==> src/rtl/io_input_port_if.sv <==
// LSU-side bus for the input-port register window: the LSU drives address and write
// strobe/data, and the port answers with read data and a hit flag.
interface io_input_port_if;
  logic [31:0] addr;
  logic        we;
  logic [31:0] wdata;
  logic [31:0] rdata;
  logic        hit;

  modport master (output addr, we, wdata, input  rdata, hit);
  modport slave  (input  addr, we, wdata, output rdata, hit);
endinterface

==> src/rtl/io_input_port.sv <==
// MMIO read-side responder for board switches and buttons: synchronised switches,
// debounced buttons and sticky write-1-to-clear press events with a registered irq.
module io_input_port #(
  parameter logic [31:0] BASE_ADDR   = 32'h0000_7800,
  parameter int unsigned SYNC_STAGES = 2,
  parameter int unsigned DB_CYCLES   = 16,
  parameter logic        BTN_ACT_LOW = 1'b0
) (
  input  logic                  i_clk,
  input  logic                  i_rst_n,
  input  logic [31:0]           i_io_sw,
  input  logic [3:0]            i_io_btn,
  io_input_port_if.slave        lsu,
  output logic                  o_btn_irq
);

  localparam int unsigned    CW       = $clog2(DB_CYCLES);
  localparam logic [CW-1:0]  CNT_MAX  = CW'(DB_CYCLES - 1);
  localparam logic [29:0]    SW_WORD  = BASE_ADDR[31:2];
  localparam logic [29:0]    BTN_WORD = SW_WORD + 30'd4;
  localparam logic [29:0]    EVT_WORD = SW_WORD + 30'd5;

  logic [SYNC_STAGES-1:0][31:0] sw_sync;
  logic [SYNC_STAGES-1:0][3:0]  btn_sync;
  logic [3:0]                   btn_s;
  logic [3:0]                   btn_db, btn_db_next;
  logic [3:0][CW-1:0]           cnt, cnt_next;
  logic [3:0]                   evt, evt_next, evt_clr;
  logic [29:0]                  word;
  logic                         unused_bits;

  assign word        = lsu.addr[31:2];
  assign unused_bits = &{1'b0, lsu.addr[1:0], lsu.wdata[31:4]};

  // Index 0 is the first stage; the last index feeds the rest of the design.
  always_ff @(posedge i_clk or negedge i_rst_n) begin
    if (!i_rst_n) begin
      sw_sync  <= '0;
      btn_sync <= '0;
    end else begin
      sw_sync  <= {sw_sync[SYNC_STAGES-2:0], i_io_sw};
      btn_sync <= {btn_sync[SYNC_STAGES-2:0], i_io_btn};
    end
  end

  assign btn_s = btn_sync[SYNC_STAGES-1] ^ {4{BTN_ACT_LOW}};

  always_comb begin
    btn_db_next = btn_db;
    cnt_next    = cnt;
    for (int unsigned i = 0; i < 4; i++) begin
      if (btn_s[i] == btn_db[i]) begin
        cnt_next[i] = '0;
      end else if (cnt[i] == CNT_MAX) begin
        btn_db_next[i] = btn_s[i];
        cnt_next[i]    = '0;
      end else begin
        cnt_next[i] = cnt[i] + CW'(1);
      end
    end
  end

  // A rising debounced edge is ORed in after the clear so a coincident W1C cannot lose it.
  always_comb begin
    evt_clr  = (lsu.we && (word == EVT_WORD)) ? lsu.wdata[3:0] : '0;
    evt_next = (evt & ~evt_clr) | (btn_db_next & ~btn_db);
  end

  always_ff @(posedge i_clk or negedge i_rst_n) begin
    if (!i_rst_n) begin
      btn_db    <= '0;
      cnt       <= '0;
      evt       <= '0;
      o_btn_irq <= 1'b0;
    end else begin
      btn_db    <= btn_db_next;
      cnt       <= cnt_next;
      evt       <= evt_next;
      o_btn_irq <= |evt;
    end
  end

  always_comb begin
    lsu.hit   = 1'b0;
    lsu.rdata = '0;
    if (word == SW_WORD) begin
      lsu.hit   = 1'b1;
      lsu.rdata = sw_sync[SYNC_STAGES-1];
    end else if (word == BTN_WORD) begin
      lsu.hit   = 1'b1;
      lsu.rdata = {28'b0, btn_db};
    end else if (word == EVT_WORD) begin
      lsu.hit   = 1'b1;
      lsu.rdata = {28'b0, evt};
    end
  end

endmodule
==> src/flat_wrapper.sv <==
// flat-port wrapper written by rule: the top's interface ports become plain ports
module io_input_port_flat 
#(
  parameter logic [31:0] BASE_ADDR   = 32'h0000_7800,
  parameter int unsigned SYNC_STAGES = 2,
  parameter int unsigned DB_CYCLES   = 16,
  parameter logic        BTN_ACT_LOW = 1'b0
)
  (i_clk, i_rst_n, i_io_sw, i_io_btn, o_btn_irq, lsu_addr, lsu_we, lsu_wdata, lsu_rdata, lsu_hit);
  io_input_port_if lsu_i ();
  input  logic i_clk;
  input  logic i_rst_n;
  input  logic [31:0] i_io_sw;
  input  logic [3:0] i_io_btn;
  output logic o_btn_irq;
  input wire logic [$bits(lsu_i.addr)-1:0] lsu_addr;
  input wire logic [$bits(lsu_i.we)-1:0] lsu_we;
  input wire logic [$bits(lsu_i.wdata)-1:0] lsu_wdata;
  output wire logic [$bits(lsu_i.rdata)-1:0] lsu_rdata;
  output wire logic [$bits(lsu_i.hit)-1:0] lsu_hit;
  assign lsu_i.addr = lsu_addr;
  assign lsu_i.we = lsu_we;
  assign lsu_i.wdata = lsu_wdata;
  assign lsu_rdata = lsu_i.rdata;
  assign lsu_hit = lsu_i.hit;
  io_input_port #(.BASE_ADDR(BASE_ADDR), .SYNC_STAGES(SYNC_STAGES), .DB_CYCLES(DB_CYCLES), .BTN_ACT_LOW(BTN_ACT_LOW)) u_core (.i_clk(i_clk), .i_rst_n(i_rst_n), .i_io_sw(i_io_sw), .i_io_btn(i_io_btn), .lsu(lsu_i), .o_btn_irq(o_btn_irq));
endmodule
==> config.mk <==
export PLATFORM = sky130hd
export DESIGN_NAME = io_input_port_flat
export DESIGN_NICKNAME = d
export VERILOG_FILES = /design/src/rtl/io_input_port_if.sv /design/src/rtl/io_input_port.sv /design/src/flat_wrapper.sv
export SDC_FILE = /design/constraint.sdc
export NUM_CORES = 1
export LEC_CHECK = 0
export CAP_MARGIN = 20
export CELL_PAD_IN_SITES_DETAIL_PLACEMENT = 2
export CELL_PAD_IN_SITES_GLOBAL_PLACEMENT = 2
export CORE_MARGIN = 10
export CORE_UTILIZATION = 27
export CTS_CLUSTER_DIAMETER = 200
export DETAILED_ROUTE_END_ITERATION = 7
export PLACE_DENSITY = 0.77
export SYNTH_ARGS = -nofsm -noshare
export SYNTH_HDL_FRONTEND = slang
export SYNTH_SLANG_ARGS = --single-unit
==> constraint.sdc <==
create_clock -name i_clk -period 2.82 [get_ports i_clk]
set_input_delay 0.564 -clock i_clk [delete_from_list [all_inputs] [get_ports i_clk]]
set_output_delay 0.564 -clock i_clk [all_outputs]
set_load 0.005 [all_outputs]
==> summary.md <==
The flow ran to the end, and the final reports show no timing, DRC or antenna violations. Capturing instance or port of the critical path: lsu_hit. The filler cells instantiated in the layout total 1180. Among all flip-flop cells after synthesis, the most frequent one is sky130_fd_sc_hd__dfrtp_1. The cell depth of the worst setup path was 6. The cell type contributing the most total cell area after synthesis is sky130_fd_sc_hd__dfrtp_1. Endpoint of the lowest-slack register-to-register path: u_core.cnt[7].

Area share of the largest cell type after synthesis: 0.7368. The number of hold-slack violations in the final timing report was 0; the number of standard cells after synthesis was 220. The commonest cells after synthesis are sky130_fd_sc_hd__dfrtp_1 (97), sky130_fd_sc_hd__and2_1 (28), sky130_fd_sc_hd__nor2_1 (13), sky130_fd_sc_hd__nor2b_1 (9), sky130_fd_sc_hd__xnor2_1 (8). The number of standard-cell rows in the floorplan came out at 40. The largest incremental delay on the critical path was 0.55 ns. The number of vias per cell after detailed routing was 4.425. Proportion of synthesized flip-flops having asynchronous set or reset: 1.000. Entering global routing, the biggest net connects 48 pins. The first global-routing pass estimated 14.35 mm of wire. The run gives 2595 as the via count of the first global-routing pass. The number of buffers inserted by hold repair at cts is 0, and the antenna violation net count after detailed routing is 0. The final cell count without fillers is 501, and the total global routing track utilization is 0.1095.

For flop-to-flop paths, the worst setup slack is 1.49 ns. The count of inserted antenna diode cells is 0, and the number of top-level pins is 137. The critical path contains buffers and inverters numbering 3 combined. In this run, placement finished with an instance count of 476. The class of the worst hold path was in -> async. In this run the horizontal extent of the chip is 130.5 microns.

The critical path arrival is 2.20 ns, and the area growth from synthesis to final layout is 54.58%. The run gives 9 as the CTS buffer count. STA classifies the critical path startpoint as an input pin. The tools report the number of unique standard cell types used by synthesis as 27.

The critical path goes through clkdlybuf4s15_1 -> or4_4 -> or3_4 -> buf_4 -> a21oi_1 -> clkdlybuf4s15_2. During placement, the flow inserted port buffers numbering 106. The worst ir drop on vdd was 0.0002922 V; the half-perimeter wire length after detailed placement was 6.804 mm. Between clock sinks in the finished design, the worst skew comes to 0.005563 ns. The violation count after the first detailed-routing iteration is 26, and the average wire per cell in the routed design is 18.20 microns.

The utilization of the core after routing was 0.4257; the net total in the final layout was 456. Synthesis-stage register bit count: 97. Wires add up to 9.120 mm. Clock-pin slew was measured on the worst setup and hold paths at 0.06 ns. The number of flops mapped to enable cells by yosys works out to 0.

The slowest library cell on the worst path was sky130_fd_sc_hd__or4_4. The data required time at the worst endpoint is 2.26 ns. The logs give 0.7536 for the final weighted congestion in routability-driven placement and 0.33 ns for the clock insertion delay at the later pin of the skew report. TritonCTS built the clock tree.

The worst setup path is of the in -> out kind. The initial core utilization came out at 0.2754. The routed layout has 2217 vias. Timing would allow up to 0.3621 GHz.

The worst register-to-register path begins at u_core.cnt[4]. The number of nets handed over by synthesis was 327. The number of antenna violations at the first check in global routing was 0; the count of max-cap constraint violations was 0. After layout, the design draws a total of 0.002897 W.

The total overflow left after global routing is 0. The logs give 3 for the CTS H-tree depth and 2 for the maximum root-to-sink buffer count. The post-synthesis sequential area ratio came out at 0.7368. Setup repair after global routing left no endpoint under its margin. The transition time of the tightest slew-check pin was 0.5836 ns. The kind of end point of the critical path is an output pin. Measured in cells, the most critical reg-to-reg path has a length of 3.

The Yosys step of the flow raised 0 warnings. For the remaining routing DRC violations, the log shows 0. The ratio of final minimum period to clock period is 0.9794, and the shortest period the worst path allows is 2.762 ns. The run gives 0 as the max-slew violation count. In this run the mean area of a mapped cell was 14.97 sq um. By area the synthesized netlist is led by sky130_fd_sc_hd__dfrtp_1 (74%), sky130_fd_sc_hd__and2_1 (5.3%), sky130_fd_sc_hd__xnor2_1 (2.1%), sky130_fd_sc_hd__nor2b_1 (1.7%), sky130_fd_sc_hd__a311oi_1 (1.6%). Setup violations remaining at the end of the flow were counted as 0. Broken down by cell family, the worst path's largest delay share belongs to simple AND/OR/NAND/NOR gates. Summed over all cells, the static leakage comes to 2.277 nW.

For the mapped cell area, the log shows 3294 sq um. Full die area: 17020 sq um. The fraction of final layout cells sized beyond drive strength 1 was 0.3192; the number of clock sinks was 97. The die is 130.5 microns tall.

The worst slew margin relative to its limit is 0.6109. The core region is 11960 sq um. In this run the power density over the cells is 568.8 nW/um^2. The most critical setup path has its startpoint at lsu_addr[7]. For the iteration count of the initial detailed-routing pass, the log shows 4.

The root buffer cell chosen for the clock tree is sky130_fd_sc_hd__clkbuf_16. The largest fanout on the critical path was 4. sky130_fd_sc_hd__dfrtp_1 is the most common cell in the netlist.
## worst register-to-register path: stages, from the launching register on
cell and delay [ns]:
sky130_fd_sc_hd__dfrtp_1 0.42, sky130_fd_sc_hd__ha_1 0.27, sky130_fd_sc_hd__a21o_1 0.17, sky130_fd_sc_hd__a311oi_1 0.35
## sequential cells by signal (all words and copies together), names as in the netlist
name	flops
u_core.btn_db	4
u_core.btn_s	4
u_core.btn_sync	4
u_core.cnt	16
u_core.evt	4
u_core.o_btn_irq	1
u_core.sw_sync	64
## report_power, final
| part | internal [W] | total, W | leakage, nW | switching [W] |
|---|---|---|---|---|
| logic | 0.000109 | 0.000183 | 0.975 | 0.0000740 |
| clock network | 0.000718 | 0.00123 | 0.150 | 0.000507 |
| registers | 0.00146 | 0.00149 | 1.15 | 0.0000318 |
| total | 0.00228 | 0.00290 | 2.28 | 0.000613 |
## through the flow
step / TNS [ns] / cell area (sq um) / worst slack [ns] / hold WS, ns
2_1_floorplan: 0 / 3294 / 0.3809 / 0.2684
3_3_place_gp: -18.96 / 4587 / -0.5935 / 0.3313
6_report: 0 / 5092 / 0.05821 / 0.2241
3_5_place_dp: -20.81 / 4587 / -0.6726 / 0.3358
4_1_cts: 0 / 5065 / 0.009408 / 0.2454
5_1_grt: 0 / 5092 / 0.003689 / 0.2766
## cell families after synthesis
| group | count (synthesis) | share of synthesized area |
|---|---|---|
| DFF | 97 | 0.7368 |
| and+or+nand+nor | 73 | 0.1413 |
| AOI/OAI and AO/OA | 24 | 0.05279 |
| xor gates and xnor gates | 8 | 0.02127 |
| muxes | 8 | 0.02583 |
| buffers and inverters | 6 | 0.006836 |
| adders and majority gates | 4 | 0.01519 |
## routing by layer
| layer | GRT usage | vias to the layer above | share of wire |
|---|---|---|---|
| li1 | - | 1014 | - |
| met1 | 0.1199 | 1102 | 0.39 |
| met2 | 0.1838 | 92 | 0.48 |
| met3 | 0.05117 | 9 | 0.12 |
| met4 | 0.03728 | 0 | 0.011 |
| met5 | 0 | - | 0 |
## worst min path at each step
stage                                  start                  to  slack (ns)
after floorplan                      i_rst_n    u_core.btn_db[0]        0.27
after global placement    u_core.sw_sync[14]  u_core.sw_sync[46]        0.33
after detailed placement  u_core.sw_sync[30]  u_core.sw_sync[62]        0.34
after CTS                            i_rst_n  u_core.sw_sync[19]        0.25
after global routing                 i_rst_n  u_core.sw_sync[17]        0.28
final                                i_rst_n  u_core.sw_sync[19]        0.22
## final cells by class
| cell class | count | area [sq um] | share of cell area |
|---|---|---|---|
| clock buffers | 11 | 242.7 | 0.04767 |
| inverters | 2 | 7.507 | 0.001474 |
| clock inverters | 5 | 65.06 | 0.01278 |
| flip-flops and latches | 97 | 2427 | 0.4767 |
| repair buffers | 122 | 1206 | 0.2369 |
| well taps | 147 | 183.9 | 0.03612 |
| multi-input cells | 117 | 959.7 | 0.1885 |
## what timing repair did
action	in CTS	in global routing
endpoints found under the setup margin	33	30
resized for setup	204	37
gates cloned	3	0
hold endpoints to repair	0	0
buffers inserted	6	0
pin swaps	12	8
## layout by cell type, fill, tap and decap left out, types with 6 or more instances in the layout
| master | instances |
|---|---|
| sky130_fd_sc_hd__a311oi_1 | 6 |
| sky130_fd_sc_hd__a31oi_1 | 7 |
| sky130_fd_sc_hd__and2_4 | 26 |
| sky130_fd_sc_hd__buf_4 | 11 |
| sky130_fd_sc_hd__buf_6 | 27 |
| sky130_fd_sc_hd__clkbuf_16 | 9 |
| sky130_fd_sc_hd__clkbuf_2 | 11 |
| sky130_fd_sc_hd__clkdlybuf4s15_1 | 8 |
| sky130_fd_sc_hd__clkdlybuf4s50_1 | 48 |
| sky130_fd_sc_hd__dfrtp_1 | 97 |
| sky130_fd_sc_hd__dlygate4sd2_1 | 8 |
| sky130_fd_sc_hd__nor2_1 | 12 |
| sky130_fd_sc_hd__nor2b_1 | 8 |
| sky130_fd_sc_hd__xnor2_1 | 8 |
No activity file was read; power rests on OpenSTA's default activity.
